File: src/rtl/mem_port_arbiter.sv
// mem_port_arbiter: shares one memory port between an instruction-fetch
// requester (A) and a data requester (B). One transaction is in flight at
// a time; the winner is steered onto the port through Mux_Sel and gets a
// one-cycle Done pulse (with Err on timeout) when its transaction ends.
module mem_port_arbiter #(
  parameter int PRIO_MODE    = 0,   // 0: round-robin, 1: B first with A starvation guard
  parameter int STARVE_LIMIT = 4,   // B wins over a waiting A before A is forced through
  parameter int RSP_TIMEOUT  = 255  // WAIT_RSP cycles before the transaction is aborted
) (
  input  logic Clk,
  input  logic Rst,
  input  logic Req_A,
  input  logic Req_B,
  output logic Gnt_A,
  output logic Gnt_B,
  output logic Done_A,
  output logic Done_B,
  output logic Err,
  output logic Mux_Sel,
  output logic Mem_Req_Valid,
  input  logic Mem_Req_Ready,
  input  logic Mem_Rsp_Valid,
  output logic Busy
);

  localparam int TW = $clog2(RSP_TIMEOUT + 1);
  localparam int SW = $clog2(STARVE_LIMIT + 1);
  localparam logic [TW-1:0] TMO_LAST  = TW'(RSP_TIMEOUT - 1);
  localparam logic [SW-1:0] STARVE_MX = SW'(STARVE_LIMIT);

  typedef enum logic [1:0] {IDLE, ISSUE, WAIT_RSP} state_t;

  state_t          state_q;
  logic            mux_sel_q;
  logic            last_gnt_q;  // 0 = A, 1 = B
  logic [SW-1:0]   starve_q;
  logic [TW-1:0]   tmo_q;
  logic            gnt_a_q, gnt_b_q, valid_q, busy_q;

  logic            win_b;
  logic            tmo_hit;
  logic            fin;

  // Winner selection for the IDLE->ISSUE decision (1 = B wins)
  always_comb begin
    win_b = Req_B;
    if (Req_A && Req_B) begin
      if (PRIO_MODE == 0) win_b = ~last_gnt_q;          // alternate against last owner
      else                win_b = (starve_q != STARVE_MX); // A forced once B has starved it
    end
  end

  // Transaction completion in WAIT_RSP: response wins over a same-cycle timeout
  always_comb begin
    tmo_hit = (tmo_q == TMO_LAST);
    fin     = (state_q == WAIT_RSP) && (Mem_Rsp_Valid || tmo_hit);
  end

  // Sequencer: IDLE -> ISSUE -> WAIT_RSP -> IDLE with registered grant/valid/busy
  always_ff @(posedge Clk) begin
    if (Rst) begin
      state_q    <= IDLE;
      mux_sel_q  <= 1'b0;
      last_gnt_q <= 1'b1;  // A wins the first round-robin tie
      starve_q   <= '0;
      tmo_q      <= '0;
      gnt_a_q    <= 1'b0;
      gnt_b_q    <= 1'b0;
      valid_q    <= 1'b0;
      busy_q     <= 1'b0;
    end else begin
      case (state_q)
        IDLE: begin
          if (Req_A || Req_B) begin
            state_q   <= ISSUE;
            mux_sel_q <= win_b;
            gnt_a_q   <= ~win_b;
            gnt_b_q   <= win_b;
            valid_q   <= 1'b1;
            busy_q    <= 1'b1;
            if (PRIO_MODE != 0) begin
              if (!win_b)
                starve_q <= '0;
              else if (Req_A && starve_q != STARVE_MX)
                starve_q <= starve_q + SW'(1);
            end
          end
        end
        ISSUE: begin
          if (Mem_Req_Ready) begin
            state_q <= WAIT_RSP;
            valid_q <= 1'b0;
            tmo_q   <= '0;
          end
        end
        WAIT_RSP: begin
          if (fin) begin
            state_q    <= IDLE;
            last_gnt_q <= mux_sel_q;
            gnt_a_q    <= 1'b0;
            gnt_b_q    <= 1'b0;
            busy_q     <= 1'b0;
          end else begin
            tmo_q <= tmo_q + TW'(1);
          end
        end
        default: begin
          state_q <= IDLE;
          gnt_a_q <= 1'b0;
          gnt_b_q <= 1'b0;
          valid_q <= 1'b0;
          busy_q  <= 1'b0;
        end
      endcase
    end
  end

  assign Gnt_A         = gnt_a_q;
  assign Gnt_B         = gnt_b_q;
  assign Mux_Sel       = mux_sel_q;
  assign Mem_Req_Valid = valid_q;
  assign Busy          = busy_q;
  assign Done_A        = fin & ~mux_sel_q;
  assign Done_B        = fin &  mux_sel_q;
  assign Err           = fin & ~Mem_Rsp_Valid;

endmodule

File: config.mk
export PLATFORM = sky130hd
export DESIGN_NAME = mem_port_arbiter
export DESIGN_NICKNAME = d
export VERILOG_FILES = /design/src/rtl/mem_port_arbiter.sv
export SDC_FILE = /design/constraint.sdc
export NUM_CORES = 1
export LEC_CHECK = 0
export ABC_AREA = 1
export BUFFER_PORTS_ARGS = -buffer_cell sky130_fd_sc_hd__buf_2
export CAP_MARGIN = 20
export CORE_ASPECT_RATIO = 0.9
export CORE_MARGIN = 4
export CORE_UTILIZATION = 57
export CTS_BUF_LIST = sky130_fd_sc_hd__clkbuf_4
export DETAILED_ROUTE_END_ITERATION = 8
export PLACE_DENSITY_LB_ADDON = 0.12
export SLEW_MARGIN = 20
export SYNTH_ARGS = -nofsm -noshare
export SYNTH_HDL_FRONTEND = slang
export SYNTH_SLANG_ARGS = --single-unit
File: constraint.sdc
create_clock -name Clk -period 1.8 [get_ports Clk]
set_input_delay 0.18 -clock Clk [delete_from_list [all_inputs] [get_ports Clk]]
set_output_delay 0.18 -clock Clk [all_outputs]
set_load 0.05 [all_outputs]
==> flow_metrics.env <==
export IMPL_syn_to_final_growth_pct=16.59
export IMPL_synthTopCellsByCount="36 x nand2_1, 22 x nor2_1, 16 x dfxtp_1"
export IMPL_via_per_inst=4.981
export IMPL_hp_class="primary input to flip-flop"
export IMPL_irDropWorstVdd_uv=445.6
export IMPL_wl_mm=1.676
export IMPL_overflow=0
export IMPL_drc=0
export IMPL_start_util=0.6005
export IMPL_clockBufferDepth=2
export IMPL_grt_usage=0.1712
export IMPL_worst_r2r_path_depth=10
export IMPL_final_util=0.7002
export IMPL_grt_max_degree=13
export IMPL_min_from="Rst"
export IMPL_p_per_area_nw_per_um2=753.5
export IMPL_synth_edff_count=0
export IMPL_synth_area_um2=859.6
export IMPL_drv_cap=0
export IMPL_relSlewSlack=0.7014
export IMPL_syn_nets=137
export IMPL_dr_pass1_iters=4
export IMPL_clock_latency_ps=290
export IMPL_min_to="Mux_Sel"
export IMPL_synth_area_leaders="dfxtp_1 37%, nand2_1 16%, nor2_1 9.6%"
export IMPL_yosysTopAreaCell="dfxtp_1"
export IMPL_tightest_slew_ps=443.2
export IMPL_finalCritPeriodShare=0.9370
export IMPL_dr_total_vias=797
export IMPL_critPathRequiredTime_ps=1620
export IMPL_drt_wirelength_per_cell_um=10.48
export IMPL_reg2reg_from="tmo_q[0]"
export IMPL_drtIter0Drc=20
export IMPL_cp_slowest_cell="dfxtp_2"
export IMPL_max_freq_mhz=592.9
export IMPL_cp_start_kind="flip-flop"
export IMPL_die_w_um=48.94
export IMPL_cts_tree="yes"
export IMPL_path_max_fanout=4
export IMPL_nets=154
export IMPL_synth_seq_cells=16
export IMPL_cpMostUsedCell="nand2_2"
export IMPL_synthDominantCellAreaShare=0.3726
export IMPL_period_needed_ps=1687
export IMPL_hold_depth=2
export IMPL_rsz0062_at_grt="false"
export IMPL_cp_end_kind="output port"
export IMPL_critPathArrivalTime_ps=1510
export IMPL_grt_pass1_vias=667
export IMPL_synth_warnings=0
export IMPL_dpl_hpwl_mm=1.267
export IMPL_clock_sinks=16
export IMPL_setup_viol=0
export IMPL_die_h_um=44.84
export IMPL_fin_worst_skew_ps=2.491
export IMPL_total_power_w=0.0007552
export IMPL_slew_viol_final=0
export IMPL_h_tree_depth=1
export IMPL_p_leak_nw=0.4514
export IMPL_worst_r2r_setup_slack_ps=450
export IMPL_status="finished clean"
export IMPL_drive_above_1_share=0.2345
export IMPL_ys_seq_area_frac=0.3726
export IMPL_core_um2=1431
export IMPL_rr_endpoint="tmo_q[6]"
export IMPL_ant_nets=0
export IMPL_cts_made_buffers=3
export IMPL_clock_root_buffer="clkbuf_4"
export IMPL_yosysMostFrequentCell="nand2_1"
export IMPL_port_buffers=13
export IMPL_rows=13
export IMPL_syn_area_per_cell_um2=6.663
export IMPL_diodes=0
export IMPL_hold_violations=0
export IMPL_ys_types=21
export IMPL_tns_ps=0
export IMPL_fillers=131
export IMPL_gp_congestion=0.8012
export IMPL_antenna_found_initial=0
export IMPL_dominantRegCellSynth="dfxtp_1"
export IMPL_layout_setup_ws_ps=113.3
export IMPL_cts_reportedPaths_clkPinSlew_ps=90
export IMPL_top_level_ports=14
export IMPL_die_area_um2=2194
export IMPL_async_reset_ff_frac=0
export IMPL_critical_path_max_stage_delay_ps=350
export IMPL_synth_cells=129
export IMPL_grt_pass1_wl_mm=2.863
export IMPL_crit_path_cell_trace="inv_2, ha_4, nand2_1, nor2_1, nand2_2, nand2_2, nand3_1, inv_1, clkbuf_4"
export IMPL_place_ws_ps=290.0
export IMPL_crit_type="flip-flop to output port"
==> cell type report <==
class | count | area (um^2) | share of cell area
multi-input combinational | 98 | 498.0 | 0.4969
inverter | 13 | 48.80 | 0.04869
tap | 15 | 18.77 | 0.01873
clock buffer | 3 | 22.52 | 0.02247
timing repair buffer | 14 | 87.58 | 0.08739
clock inverter | 1 | 3.754 | 0.003745
sequential | 16 | 322.8 | 0.3221
==> metal layers <==
layer,GRT usage,up-vias,wire [um]
met5,0,-,0
met4,0.08065,0,21
met3,0.05941,4,86
met2,0.2630,15,725
met1,0.2170,340,843
li1,-,438,-
==> flip-flops by register name, indices dropped and copies added (netlist names) <==
register / count
last_gnt_q: 1
Gnt_A: 1
Busy: 1
Mem_Req_Valid: 1
Gnt_B: 1
state_q: 2
tmo_q: 8
Mux_Sel: 1
==> worst max path at each step <==
stage / start / slack, ps / cells past startpoint / end
CTS: tmo_q[0] / 6 / 9 / Done_A
finish: tmo_q[0] / 110 / 9 / Err
global placement: tmo_q[0] / 340 / 9 / Done_A
floorplan: tmo_q[0] / 70 / 8 / Done_A
detailed placement: tmo_q[0] / 290 / 9 / Done_A
global route: tmo_q[0] / 5 / 9 / Done_A
==> per-stage QoR <==
step / hold WS (ps) / cell area (um^2) / std cells
final: 156.8 / 1002 / 160
after detailed placement: 452.7 / 928.4 / 155
after CTS: 147.3 / 959.7 / 159
after floorplan: 368.3 / 859.6 / 129
after global placement: 445.5 / 928.4 / 155
after global routing: 155.9 / 1002 / 160
==> kinds of logic (layout without fill, tap and decap cells) <==
group / Yosys count / in the layout / synth area share
AOI/OAI and AO/OA: 15 / 15 / 0.09025
adders and majority gates: 2 / 2 / 0.02911
buffers and inverters: 15 / 31 / 0.07422
DFF: 16 / 16 / 0.3726
and+or+nand+nor: 81 / 81 / 0.4338
==> power breakdown <==
part	leakage [nW]	switching [W]	internal (W)
combinational	0.304	0.000112	0.0000474
clock	0.0154	0.000115	0.0000808
sequential	0.132	0.0000213	0.000379
total	0.451	0.000248	0.000507
==> cell usage in the layout (no fill, tap or decap) <==
cell | Yosys | routed
nand3_2 | 1 | 1
a21oi_1 | 10 | 10
nand3_4 | 1 | 1
nand2_4 | 1 | 1
dfxtp_2 | 0 | 2
buf_6 | 1 | 2
nor2_4 | 1 | 1
ha_4 | 0 | 1
nand3b_1 | 1 | 1
nor2_2 | 2 | 3
o21ai_1 | 2 | 2
ha_1 | 2 | 1
clkinv_1 | 0 | 1
inv_1 | 12 | 11
nor2_1 | 22 | 21
buf_2 | 0 | 10
buf_4 | 0 | 1
inv_2 | 1 | 2
clkbuf_4 | 0 | 4
nand3_1 | 13 | 13
nand2_2 | 2 | 5
nor3b_1 | 1 | 1
nand2_1 | 36 | 33
o21a_1 | 1 | 1
dfxtp_1 | 16 | 14
o21ai_0 | 2 | 2
==> worst max-delay path, delay by kind of cell, from the launching register on <==
kind / cells / cell delay [ps]
flip-flops: 1 / 350
adder cells (fa/ha/maj): 1 / 110
AND/OR/NAND/NOR: 5 / 420
buffers and inverters: 3 / 350
==> timing repair <==
| action | CTS | global route |
|---|---|---|
| pin swaps | 0 | 3 |
| buffers inserted | 0 | 1 |
| endpoints found under the setup margin | 2 | 3 |
| gates resized for setup | 2 | 12 |
| hold buffers | 0 | 0 |
| endpoints found under the hold margin | 0 | 0 |
Power figures use the tool's default switching activity.
